--- config.mk ---
export PLATFORM = sky130hd
export DESIGN_NAME = uart_lb_fifo
export DESIGN_NICKNAME = d
export VERILOG_FILES = /design/src/rtl/uart_lb_fifo.sv
export SDC_FILE = /design/constraint.sdc
export NUM_CORES = 1
export LEC_CHECK = 0
export CAP_MARGIN = 20
export CELL_PAD_IN_SITES_DETAIL_PLACEMENT = 1
export CELL_PAD_IN_SITES_GLOBAL_PLACEMENT = 2
export CORE_MARGIN = 4
export CORE_UTILIZATION = 44
export DETAILED_ROUTE_END_ITERATION = 8
export GPL_ROUTABILITY_DRIVEN = 0
export PLACE_DENSITY = 0.81
export RECOVER_POWER = 100
export SLEW_MARGIN = 20
export SYNTH_ARGS = -nofsm -noshare
export SYNTH_HDL_FRONTEND = slang
export SYNTH_SLANG_ARGS = --single-unit
--- constraint.sdc ---
create_clock -name clk -period 3 [get_ports clk]
set_input_delay 0.3 -clock clk [delete_from_list [all_inputs] [get_ports clk]]
set_output_delay 0.3 -clock clk [all_outputs]
set_load 0.02 [all_outputs]
--- src/rtl/uart_lb_fifo.sv ---
// Register FIFO holding transmitted words until the matching receive word arrives.
// Any depth works; a push is still accepted when full if a pop happens in the same cycle.
module uart_lb_fifo #(
  parameter int DATA_W = 8,
  parameter int DEPTH  = 8
) (
  input  logic              clk,
  input  logic              rst,
  input  logic              push,
  input  logic [DATA_W-1:0] push_data,
  input  logic              pop,
  output logic              full,
  output logic              empty,
  output logic [DATA_W-1:0] head
);

  localparam int AW = (DEPTH > 1) ? $clog2(DEPTH) : 1;
  localparam int CW = $clog2(DEPTH + 1);
  localparam logic [AW-1:0] LAST  = AW'(DEPTH - 1);
  localparam logic [CW-1:0] CAP   = CW'(DEPTH);

  logic [DATA_W-1:0] mem [DEPTH];
  logic [AW-1:0]     wr_ptr, rd_ptr;
  logic [CW-1:0]     count;
  logic              do_push, do_pop;

  assign full    = (count == CAP);
  assign empty   = (count == '0);
  assign head    = mem[rd_ptr];
  assign do_pop  = pop && !empty;
  assign do_push = push && (!full || do_pop);

  always_ff @(posedge clk) begin
    if (do_push) mem[wr_ptr] <= push_data;
  end

  always_ff @(posedge clk) begin
    if (rst) begin
      wr_ptr <= '0;
      rd_ptr <= '0;
      count  <= '0;
    end else begin
      if (do_push) wr_ptr <= (wr_ptr == LAST) ? '0 : wr_ptr + AW'(1);
      if (do_pop)  rd_ptr <= (rd_ptr == LAST) ? '0 : rd_ptr + AW'(1);
      case ({do_push, do_pop})
        2'b10:   count <= count + CW'(1);
        2'b01:   count <= count - CW'(1);
        default: count <= count;
      endcase
    end
  end

endmodule

==> results of run 1 <==
[where the power goes]
part,internal [W],switching (W),total [W]
Sequential,0.00123,0.0000659,0.00130
Clock,0.000320,0.000411,0.000731
Combinational,0.000387,0.000393,0.000780
[cell usage in the layout (no fill, tap or decap), types with 4 or more instances in the layout]
master / instances
ha_1: 6
mux4_2: 9
mux2_2: 8
edfxtp_1: 64
mux4_1: 7
dlygate4sd3_1: 14
clkbuf_1: 8
a21oi_1: 4
nor3_1: 5
clkbuf_8: 9
dfxtp_1: 13
nand2_1: 5
nor2_1: 12
clkdlybuf4s50_1: 7
[final cells by class]
class	instances	area (um^2)
fill	723	3511
inverter	3	11.26
sequential	77	2182
timing repair buffer	32	262.8
multi-input combinational	90	934.6
tap	99	123.9
clock inverter	7	65.06
clock buffer	9	123.9
[final timing paths]
check,start,to,slack (ns),cells past startpoint
max,register,head[5],0.22,4
min,rd_ptr[1]$_SDFFE_PP0N_,register,0.50,2
max reg2reg,count[1]$_SDFFE_PP0P_,count[3]$_SDFFE_PP0P_,0.49,8
min reg2reg,rd_ptr[1]$_SDFFE_PP0N_,register,0.50,2
[stage by stage]
stage / hold WS, ns / utilization / setup slack, ns / area, um^2 / power (W)
6_report: 0.5038 / 0.5134 / 0.2177 / 3704 / 0.002808
5_1_grt: 0.5251 / 0.5134 / 0.1028 / 3704 / 0.002974
4_1_cts: 0.5009 / 0.5208 / 0.2716 / 3757 / 0.002902
3_5_place_dp: 0.4811 / 0.4946 / 0.3330 / 3568 / 0.002163
3_3_place_gp: 0.4681 / 0.4946 / 0.4864 / 3568 / 0.002112
2_1_floorplan: 0.3989 / - / 0.7443 / 3262 / 0.001953
[sequential cells by signal (all words and copies together) (netlist names), named ones only]
name    cells
rd_ptr      3
wr_ptr      3
mem        64
count       4
[worst min-delay path: cells and delay by family (launching register included)]
family	cells	cell delay, ns
and+or+nand+nor	1	0.05
DFF	1	0.32
AOI/OAI and AO/OA	1	0.07
[per-layer routing]
| metal | up-vias | GRT usage | wire length [um] | share of wire |
|---|---|---|---|---|
| li1 | 782 | - | - | - |
| met1 | 862 | 0.1951 | 2644 | 0.42 |
| met2 | 30 | 0.2590 | 3311 | 0.53 |
| met3 | 4 | 0.03766 | 226 | 0.036 |
| met4 | 0 | 0.05897 | 55 | 0.0088 |
| met5 | - | 0 | 0 | 0 |
[synthesized netlist by cell type, types with 2 or more instances]
cell,instances,share of area
edfxtp_1,64,0.59
dfxtp_1,13,0.080
nor2_1,12,0.014
mux4_2,9,0.062
mux2_2,8,0.028
mux4_1,7,0.056
ha_1,6,0.023
nand2_1,5,0.0058
nor3_1,5,0.0077
a21oi_1,4,0.0061
clkbuf_8,4,0.017
inv_1,3,0.0035
mux2i_1,3,0.0092
nand2b_1,3,0.0058
or3_1,3,0.0058
xnor2_1,3,0.0081
buf_6,2,0.0069
nand3_1,2,0.0031
o21ai_4,2,0.010
or3b_1,2,0.0054
[kinds of logic after synthesis]
group | after synthesis | share of synthesized area
buffers and inverters | 12 | 0.03721
and+or+nand+nor | 37 | 0.05754
xor gates and xnor gates | 3 | 0.008057
AOI/OAI and AO/OA | 16 | 0.04373
adders and majority gates | 7 | 0.02915
DFF | 77 | 0.6690
muxes | 27 | 0.1554
==> flow_summary.ini, run 1 <==
[synthesis]
yosysWarnings = 0
yosysUniqueCellTypes = 39
ys_seq_area_frac = 0.6690
netlist_area_mm2 = 0.003262
synth_area_per_cell_um2 = 18.22
synth-edff-count = 64
ys.flop_type = edfxtp_1
syn_nets = 198
synth_seq_cells = 77
async_reset_ff_frac = 0
synthCells = 179

[power_and_ir_drop]
irDropWorstVdd_v = 0.0002941
pwr_density_cell_mw_per_mm2 = 758.2
leakage_nw = 1.237

[setup_path]
max_stage_delay_ns = 0.65
path_cells = buf_4, mux4_1, mux2_2, dlygate4sd3_1
critPathCaptureType = primary output
worst-path-max-fanout = 16
slowest_stage = dlygate4sd3_1
start_kind = register
crit_buf_inv = 2
path_class = register to primary output
required_ns = 2.70
critPathArrivalTime_ns = 2.48
crit_family = buffers and inverters

[clock_tree]
hold_buffers = 0
path_clk_slew_ns = 0.08
cts_buffers = 9
cts_resized = 0
clock_sink_count = 77
post_cts_buffers = 0
clk_latency_ns = 0.35
htree_levels = 3
cts_tree = built
cts.path.max_buffers = 2
root_buffer = clkbuf_8

[timing]
skew_ns = 0.007594
max_freq_mhz = 359.4
setup-violations-final = 0
worst_slew_pin_slew_ns = 0.9411
setup_tns_ns = 0
period_share = 0.9274
hold_viol = 0
rsz0062_at_grt = false
min_period_ns = 2.782
slew_headroom = 0.3660
report.final.slew_viol_count = 0

[die]
die_y_um = 94.10
fp.dieW_um = 94.10
rows = 31
ioPinCount = 22
core-area_mm2 = 0.007214
initial_core_util = 0.4521
dieArea_mm2 = 0.008855

[drt]
post_drt_wl_per_cell_um = 19.67
viasPerCell = 5.293
wirelength_um = 6236
drt_first_pass_iters = 4
drtAntennaViolNets = 0
drt_iter0_markers = 102
vias = 1678
drc_errors = 0

[global_route]
grt_max_degree = 17
antenna_found_initial = 0
overflow = 0
grt_pass1_vias = 1848
grt_pass1_wl_um = 9846
track_usage = 0.1550

[placement]
dp_hpwl_um = 4175
placed_cells = 301
port_buffers = 21

[final_layout]
finalNonFillerCells = 317
drive_above_1_share = 0.1789
layout.nets = 232
syn2layout_area_growth_pct = 13.54
diodes = 0

[hold_path]
hp-class = register to register

[run_status]
status = finished, final reports clean

[flow_run]
max_cap_violations = 0
(Power assumes the default switching activity.)
==> run 2: changes to the inputs <==
- CAP_MARGIN: 20 -> 25
- clock period: 3 -> 2.6 ns (I/O delays scaled with it)
==> run 2 against run 1 <==
Effect of this change: combinational power increased by 16%; first-iteration DRC count is 2.9% lower; utilization is 0.33 points higher; routed wire length down 1.5%; highest routed layer unchanged.
==> flow_summary.ini, run 2 (synthesis results as in run 1) <==
[drt]
drtAntennaViolNets = 0
drt_iter0_markers = 99
drc_errors = 0
post_drt_wl_per_cell_um = 19.45
wirelength_um = 6145
vias = 1665
viasPerCell = 5.269
drt_first_pass_iters = 4

[hold_path]
holdPathStages = 2
hold_end = rd_ptr[1]$_SDFFE_PP0N_
hp-class = register to register
hp-start = rd_ptr[1]$_SDFFE_PP0N_

[final_layout]
final_common_cell = edfxtp_1
largest-register = mem
syn2layout_area_growth_pct = 14.27
diodes = 0
drive_above_1_share = 0.1935
final_cell_mix = 64 x edfxtp_1, 13 x dfxtp_1, 12 x nor2_1
top_regs = mem x64, count x4
post-route-util = 0.5166
layout.nets = 231
largest_reg_flops = 64

[die]
rows = 31
ioPinCount = 22
die_y_um = 94.10
core-area_mm2 = 0.007214
initial_core_util = 0.4521
fp.dieW_um = 94.10
dieArea_mm2 = 0.008855

[setup_path]
reg2reg_from = count[1]$_SDFFE_PP0P_
path_class = register to primary output
critPathCaptureType = primary output
worst-path-max-fanout = 16
r2r-end = count[3]$_SDFFE_PP0P_
critPathArrivalTime_ns = 2.26
start_kind = register
r2r_cells = 8
required_ns = 2.34
r2r_slack_ns = 0.19

[power_and_ir_drop]
leakage_nw = 1.271
pwr-share-clk = 0.282
irDropWorstVdd_v = 0.0004968
p_sw_frac = 0.2791
power_w = 0.003340
p_comb_frac = 0.270
power_frac_seq = 0.448
pwr_density_cell_mw_per_mm2 = 896.1
internal_power_w = 0.002408
p_switching_w = 0.0009322

[timing]
setup-violations-final = 0
slew_headroom = 0.3798
hold_viol = 0
min_period_ns = 2.517
period_share = 0.9681
whs_ns = 0.5254
skew_ns = 0.006638
report.final.slew_viol_count = 0
rsz0062_at_grt = false
max_freq_mhz = 397.3
setup_tns_ns = 0
worst_slew_pin_slew_ns = 0.9206

[clock_tree]
post_cts_buffers = 0
htree_levels = 3
clk_latency_ns = 0.34
root_buffer = clkbuf_8
cts.path.max_buffers = 2
clock_sink_count = 77
cts_tree = built
path_clk_slew_ns = 0.07
cts_buffers = 9

[run_status]
status = finished, final reports clean

[global_route]
grt_pass1_wl_um = 9832
grt_pass1_vias = 1837
overflow = 0
track_usage = 0.1549
grt_max_degree = 17
antenna_found_initial = 0

[placement]
port_buffers = 21
dp_hpwl_um = 4015

[flow_run]
max_cap_violations = 0
## run 2: power groups by stage
stage / registers, W / clock network (W) / logic, W
floorplan: 0.00149 / 0 / 0.000763
global placement: 0.00152 / 0 / 0.000961
detailed placement: 0.00152 / 0 / 0.00100
CTS: 0.00150 / 0.000973 / 0.00101
global route: 0.00151 / 0.00102 / 0.000994
finish: 0.00150 / 0.000941 / 0.000901
## run 2: worst max path at each step
stage	to	slack (ns)
floorplan	count[3]$_SDFFE_PP0P_	0.34
detailed placement	count[3]$_SDFFE_PP0P_	0.10
global route	head[7]	0.002
CTS	head[1]	0.02
finish	head[7]	0.08
global placement	count[3]$_SDFFE_PP0P_	0.24
## run 2: what timing repair did
item,4_1_cts,5_1_grt
gates resized for setup,0,4
hold buffers,0,0
endpoints found under the setup margin,0,4
## run 2: cell type report
type / instances / area (um^2)
Fill cell: 712 / 3487
Clock buffer: 11 / 131.4
Tap cell: 99 / 123.9
Inverter: 3 / 11.26
Clock inverter: 5 / 75.07
Timing Repair Buffer: 31 / 269.0
Sequential cell: 77 / 2182
Multi-Input combinational cell: 90 / 934.6
## run 2: per-layer routing
metal / global-route usage / share of wire / vias up
li1: - / - / 775
met1: 0.1860 / 0.44 / 855
met2: 0.2679 / 0.52 / 24
met3: 0.02965 / 0.020 / 11
met4: 0.07220 / 0.018 / 0
met5: 0 / 0 / -
## run 2: stage by stage
step | setup slack (ns) | instance area, um^2 | std cells
CTS | 0.02315 | 3780 | 316
floorplan | 0.3443 | 3262 | 179
finish | 0.08305 | 3727 | 316
global route | 0.002436 | 3727 | 316
global placement | 0.2407 | 3573 | 300
detailed placement | 0.1043 | 3573 | 300
## run 2: worst max-delay path, stage by stage (launching register included)
cell and delay, ns:
dfxtp_1 0.36, buf_12 0.19, mux4_1 0.56, mux2_2 0.27, clkdlybuf4s50_1 0.53
